## config.mk

```make
export PLATFORM = sky130hd
export DESIGN_NAME = serial_parity_receiver
export DESIGN_NICKNAME = d
export VERILOG_FILES = /design/src/rtl/serial_parity_receiver_pkg.sv /design/src/rtl/serial_parity_receiver_parity_accumulator.sv /design/src/rtl/serial_parity_receiver.sv
export SDC_FILE = /design/constraint.sdc
export NUM_CORES = 1
export LEC_CHECK = 0
export BUFFER_PORTS_ARGS = -buffer_cell sky130_fd_sc_hd__buf_2
export CELL_PAD_IN_SITES_DETAIL_PLACEMENT = 1
export CELL_PAD_IN_SITES_GLOBAL_PLACEMENT = 1
export CORE_MARGIN = 1.5
export CORE_UTILIZATION = 41
export CTS_CLUSTER_SIZE = 16
export DETAILED_ROUTE_END_ITERATION = 8
export PLACE_DENSITY = 0.72
export SYNTH_ARGS = -nofsm -noshare
export SYNTH_HDL_FRONTEND = slang
export SYNTH_SLANG_ARGS = --single-unit
export TNS_END_PERCENT = 30
```

## constraint.sdc

```tcl
create_clock -name clk -period 2.1 [get_ports clk]
set_input_delay 0.42 -clock clk [delete_from_list [all_inputs] [get_ports clk]]
set_output_delay 0.42 -clock clk [all_outputs]
set_load 0.05 [all_outputs]
```

## src/rtl/serial_parity_receiver_pkg.sv

```systemverilog
// Shared types and constants for the serial parity frame receiver.
package serial_parity_receiver_pkg;

  typedef enum logic [1:0] {
    IDLE   = 2'd0,
    DATA   = 2'd1,
    PARITY = 2'd2
  } state_e;

  localparam logic PAR_EVEN = 1'b0;
  localparam logic PAR_ODD  = 1'b1;

  // A frame is bad when the XOR of all its bits disagrees with the parity sense.
  function automatic logic parity_mismatch(input logic total, input logic sense);
    return total ^ sense;
  endfunction

endpackage

```

## src/rtl/serial_parity_receiver_parity_accumulator.sv

```systemverilog
// Single-flop running XOR with synchronous clear and enable.
module parity_accumulator (
  input  logic clk,
  input  logic rst_n,
  input  logic clr_i,
  input  logic en_i,
  input  logic d_i,
  output logic acc_o
);

  logic acc_q;
  logic acc_d;

  always_comb begin
    acc_d = acc_q;
    if (clr_i) begin
      acc_d = 1'b0;
    end else if (en_i) begin
      acc_d = acc_q ^ d_i;
    end
  end

  always_ff @(posedge clk or negedge rst_n) begin
    if (!rst_n) begin
      acc_q <= 1'b0;
    end else begin
      acc_q <= acc_d;
    end
  end

  assign acc_o = acc_q;

endmodule

```

## src/rtl/serial_parity_receiver.sv

```systemverilog
// LSB-first serial word receiver with trailing parity bit and pass/fail flag.
module serial_parity_receiver
  import serial_parity_receiver_pkg::*;
#(
  parameter int unsigned DATA_W = 8,
  parameter bit          ODD    = PAR_EVEN
) (
  input  logic              clk,
  input  logic              rst_n,
  input  logic              start,
  input  logic              in_valid,
  input  logic              in_bit,
  output logic [DATA_W-1:0] data_out,
  output logic              out_valid,
  output logic              parity_err,
  output logic              busy
);

  localparam int unsigned CNT_W = $clog2(DATA_W + 1);

  state_e              state_q, state_d;
  logic [CNT_W-1:0]    cnt_q, cnt_d;
  logic [DATA_W-1:0]   shift_q, shift_d;
  logic [DATA_W-1:0]   data_q, data_d;
  logic                valid_q, valid_d;
  logic                perr_q, perr_d;
  logic                busy_q, busy_d;
  logic                acc_clr;
  logic                acc_en;
  logic                acc;

  parity_accumulator u_acc (
    .clk   (clk),
    .rst_n (rst_n),
    .clr_i (acc_clr),
    .en_i  (acc_en),
    .d_i   (in_bit),
    .acc_o (acc)
  );

  // Next-state and output logic; start always wins over in_valid.
  always_comb begin
    state_d = state_q;
    cnt_d   = cnt_q;
    shift_d = shift_q;
    data_d  = data_q;
    valid_d = 1'b0;
    perr_d  = perr_q;
    acc_clr = 1'b0;
    acc_en  = 1'b0;

    if (start) begin
      state_d = DATA;
      cnt_d   = '0;
      shift_d = '0;
      acc_clr = 1'b1;
    end else begin
      case (state_q)
        DATA: begin
          if (in_valid) begin
            shift_d = {in_bit, shift_q[DATA_W-1:1]};
            acc_en  = 1'b1;
            cnt_d   = cnt_q + CNT_W'(1);
            if (cnt_q == CNT_W'(DATA_W - 1)) begin
              state_d = PARITY;
            end
          end
        end
        PARITY: begin
          if (in_valid) begin
            perr_d  = parity_mismatch(acc ^ in_bit, ODD);
            data_d  = shift_q;
            valid_d = 1'b1;
            state_d = IDLE;
          end
        end
        default: begin
          state_d = IDLE;
        end
      endcase
    end

    busy_d = (state_d != IDLE);
  end

  always_ff @(posedge clk or negedge rst_n) begin
    if (!rst_n) begin
      state_q <= IDLE;
      cnt_q   <= '0;
      shift_q <= '0;
      data_q  <= '0;
      valid_q <= 1'b0;
      perr_q  <= 1'b0;
      busy_q  <= 1'b0;
    end else begin
      state_q <= state_d;
      cnt_q   <= cnt_d;
      shift_q <= shift_d;
      data_q  <= data_d;
      valid_q <= valid_d;
      perr_q  <= perr_d;
      busy_q  <= busy_d;
    end
  end

  assign data_out   = data_q;
  assign out_valid  = valid_q;
  assign parity_err = perr_q;
  assign busy       = busy_q;

endmodule
```

==> out/results.ini <==
[cells_and_area]
syn2layout_area_growth_pct = 12.7
fin_nets = 140
multiInputGateArea_um2 = 397
final_util = 0.489
postLayoutCellArea_um2 = 1210
n_fill_cell = 306
n_antenna_cell = 0
layout.cells.non_filler = 160
drive_above_1_share = 0.154
seq_area_um2 = 651

[sta]
report.final.slew_viol_count = 0
finalCritPeriodShare = 0.735
setup_slack_ps = 557
finalHoldViolCount = 0
worstMarginPinSlew_ps = 574
fmax_mhz = 648
tns_ps = 0
setup_viol = 0
min_period_ps = 1540
finClkSkew_ps = 4.84
relSlewSlack = 0.617
grt_setup_unrepaired = no
hold_ws_ps = 83.2

[worst_setup_path]
r2r_cells = 6
start_kind = register
worst_setup_path_end_kind = register
worstPathCellList = inv_1 > ha_1 > nor2b_1 > or2_0 > a41o_1 > or2_1
worst-setup-path-type = register to register
worstPathRequired_ps = 2310
slowest_delay_ps = 390
reg2reg_to = busy
cp_max_fo = 3
slowest_stage = dfrtp_1
worstReg2RegStart = state_q[0]
rrSetupSlack_ps = 560
cp.arrival_ps = 1760

[die]
die_h_um = 54.2
initial_utilization = 0.434
io_pins = 16
die_w_um = 54.2
die_area_um2 = 2940
core-area_um2 = 2480
rows = 18

[clock_network]
cts_max_level = 1
cts_hold_buf = 0
numCtsBuffers = 3
post_cts.repair.setup_buffers = 0
cts_resized = 0
clock_sinks = 26
root_buffer = clkbuf_4
clk_latency_ps = 310
clkTransAtPathRegs_ps = 130
tritoncts = yes
cts_buffer_depth = 2

[global_route]
grt_pass1_vias = 796
grt_pass1_wl_um = 3370
grt_max_degree = 27
grt_usage = 0.165
grt_antenna_before_repair = 0
gr-total-overflow = 0

[logic_synthesis]
synth_warnings = 0
syn_inst = 113
synth_seq_cells = 26
syn-mean-instance-area_um2 = 9.52
ys_seq_area_frac = 0.605
synth.distinct_cells = 20
synth_area_um2 = 1080
syn-num-nets = 121

[detailed_routing]
wl_per_cell_um = 12.8
drt_iter0_drc = 7
firstDrtPassIters = 4
dr_total_vias = 772
routed_wl_um = 2050
vias_per_cell = 4.83
post-route-drc-count = 0
antenna_left = 0

[power]
intPower_mw = 0.598
vdd_drop_max_mv = 0.336
p_comb_frac = 0.082
power.density_nw_per_um2 = 651
p_clk_frac = 0.261
p_seq_frac = 0.657
switching_share = 0.242
finalPower_mw = 0.789
leakage_nw = 0.633
p_sw_mw = 0.191

[place]
numPortBuffers = 15
dpl_worst_slack_ps = 559
dpl_cell_area_um2 = 1190
dpl.cell_count = 157
dp_hpwl_um = 1440
place.gp.congestion = 0.720

[flow_run]
cap_violations = 0

[outcome]
status = completed

[worst_hold_path]
hold_path_class = input port to asynchronous set/reset pin

==> cell usage in the layout (no fill, tap or decap), types with 2 or more instances in the layout <==
| cell | n |
|---|---|
| dfrtp_1 | 26 |
| inv_1 | 3 |
| buf_2 | 15 |
| ha_1 | 3 |
| o21ai_0 | 2 |
| nor2_1 | 4 |
| clkbuf_4 | 3 |
| nand2_1 | 47 |
| a21oi_1 | 10 |
| nor2b_1 | 2 |
| xnor2_1 | 2 |
| xor2_1 | 3 |
| buf_4 | 2 |
==> critical path, delay by kind of cell (launching register included) <==
kind | cells | cell delay, ps
compound gates | 1 | 240
simple gates | 3 | 550
fa+ha+maj | 1 | 200
buf+inv | 1 | 60
flops | 1 | 390
==> final cells by class <==
cell class	count	share of cell area
sequential	26	0.537
multi-input combinational	80	0.327
clock buffer	3	0.0186
tap	30	0.0310
timing repair buffer	17	0.0743
inverter	4	0.0124
==> synthesized netlist by cell type <==
| library cell | instances | share of area |
|---|---|---|
| nand2_1 | 47 | 0.16 |
| dfrtp_1 | 26 | 0.60 |
| a21oi_1 | 10 | 0.047 |
| nor2_1 | 4 | 0.014 |
| ha_1 | 3 | 0.035 |
| inv_1 | 3 | 0.010 |
| xor2_1 | 3 | 0.024 |
| buf_2 | 2 | 0.0093 |
| nor2b_1 | 2 | 0.012 |
| o21ai_0 | 2 | 0.0093 |
| xnor2_1 | 2 | 0.016 |
| a41o_1 | 1 | 0.0093 |
| and2_1 | 1 | 0.0058 |
| and3b_1 | 1 | 0.0081 |
| clkbuf_1 | 1 | 0.0035 |
| clkinv_1 | 1 | 0.0035 |
| nand3b_1 | 1 | 0.0070 |
| nand4_1 | 1 | 0.0058 |
| or2_0 | 1 | 0.0058 |
| or2_1 | 1 | 0.0058 |
==> registers in the layout (all words and copies together) (netlist names) <==
name and flops:
data_out 8, shift_q 8, cnt_q 4, state_q 2
busy 1, out_valid 1, parity_err 1, u_acc.acc_o 1
==> power groups by stage <==
stage | logic (mW) | registers [mW] | clock network, mW
after floorplan | 0.0325 | 0.533 | 0
after global placement | 0.0643 | 0.527 | 0
after detailed placement | 0.0655 | 0.528 | 0
after CTS | 0.0663 | 0.519 | 0.217
after global routing | 0.0746 | 0.520 | 0.230
final | 0.0646 | 0.518 | 0.206
==> how the worst max path moves through the flow <==
stage / startpoint / endpoint / cells past startpoint
after floorplan: state_q[0] / busy / 6
after global placement: state_q[0] / busy / 6
after detailed placement: state_q[0] / busy / 6
after CTS: state_q[0] / busy / 6
after global routing: state_q[0] / busy / 6
final: state_q[0] / busy / 6
==> metal layers <==
metal	global-route usage	wire [um]	vias up	share of wire
met5	0	0	-	0
met4	0.0750	30	0	0.015
met3	0.0246	61	4	0.030
met2	0.293	961	12	0.47
met1	0.196	997	368	0.49
li1	-	-	388	-
==> kinds of logic after synthesis <==
kind of cell | after synthesis | share of synthesized area
simple gates | 59 | 0.228
flops | 26 | 0.605
buf+inv | 7 | 0.0267
fa+ha+maj | 3 | 0.0349
compound gates | 13 | 0.0651
xor+xnor | 5 | 0.0407
No activity file was read; power rests on OpenSTA's default activity.
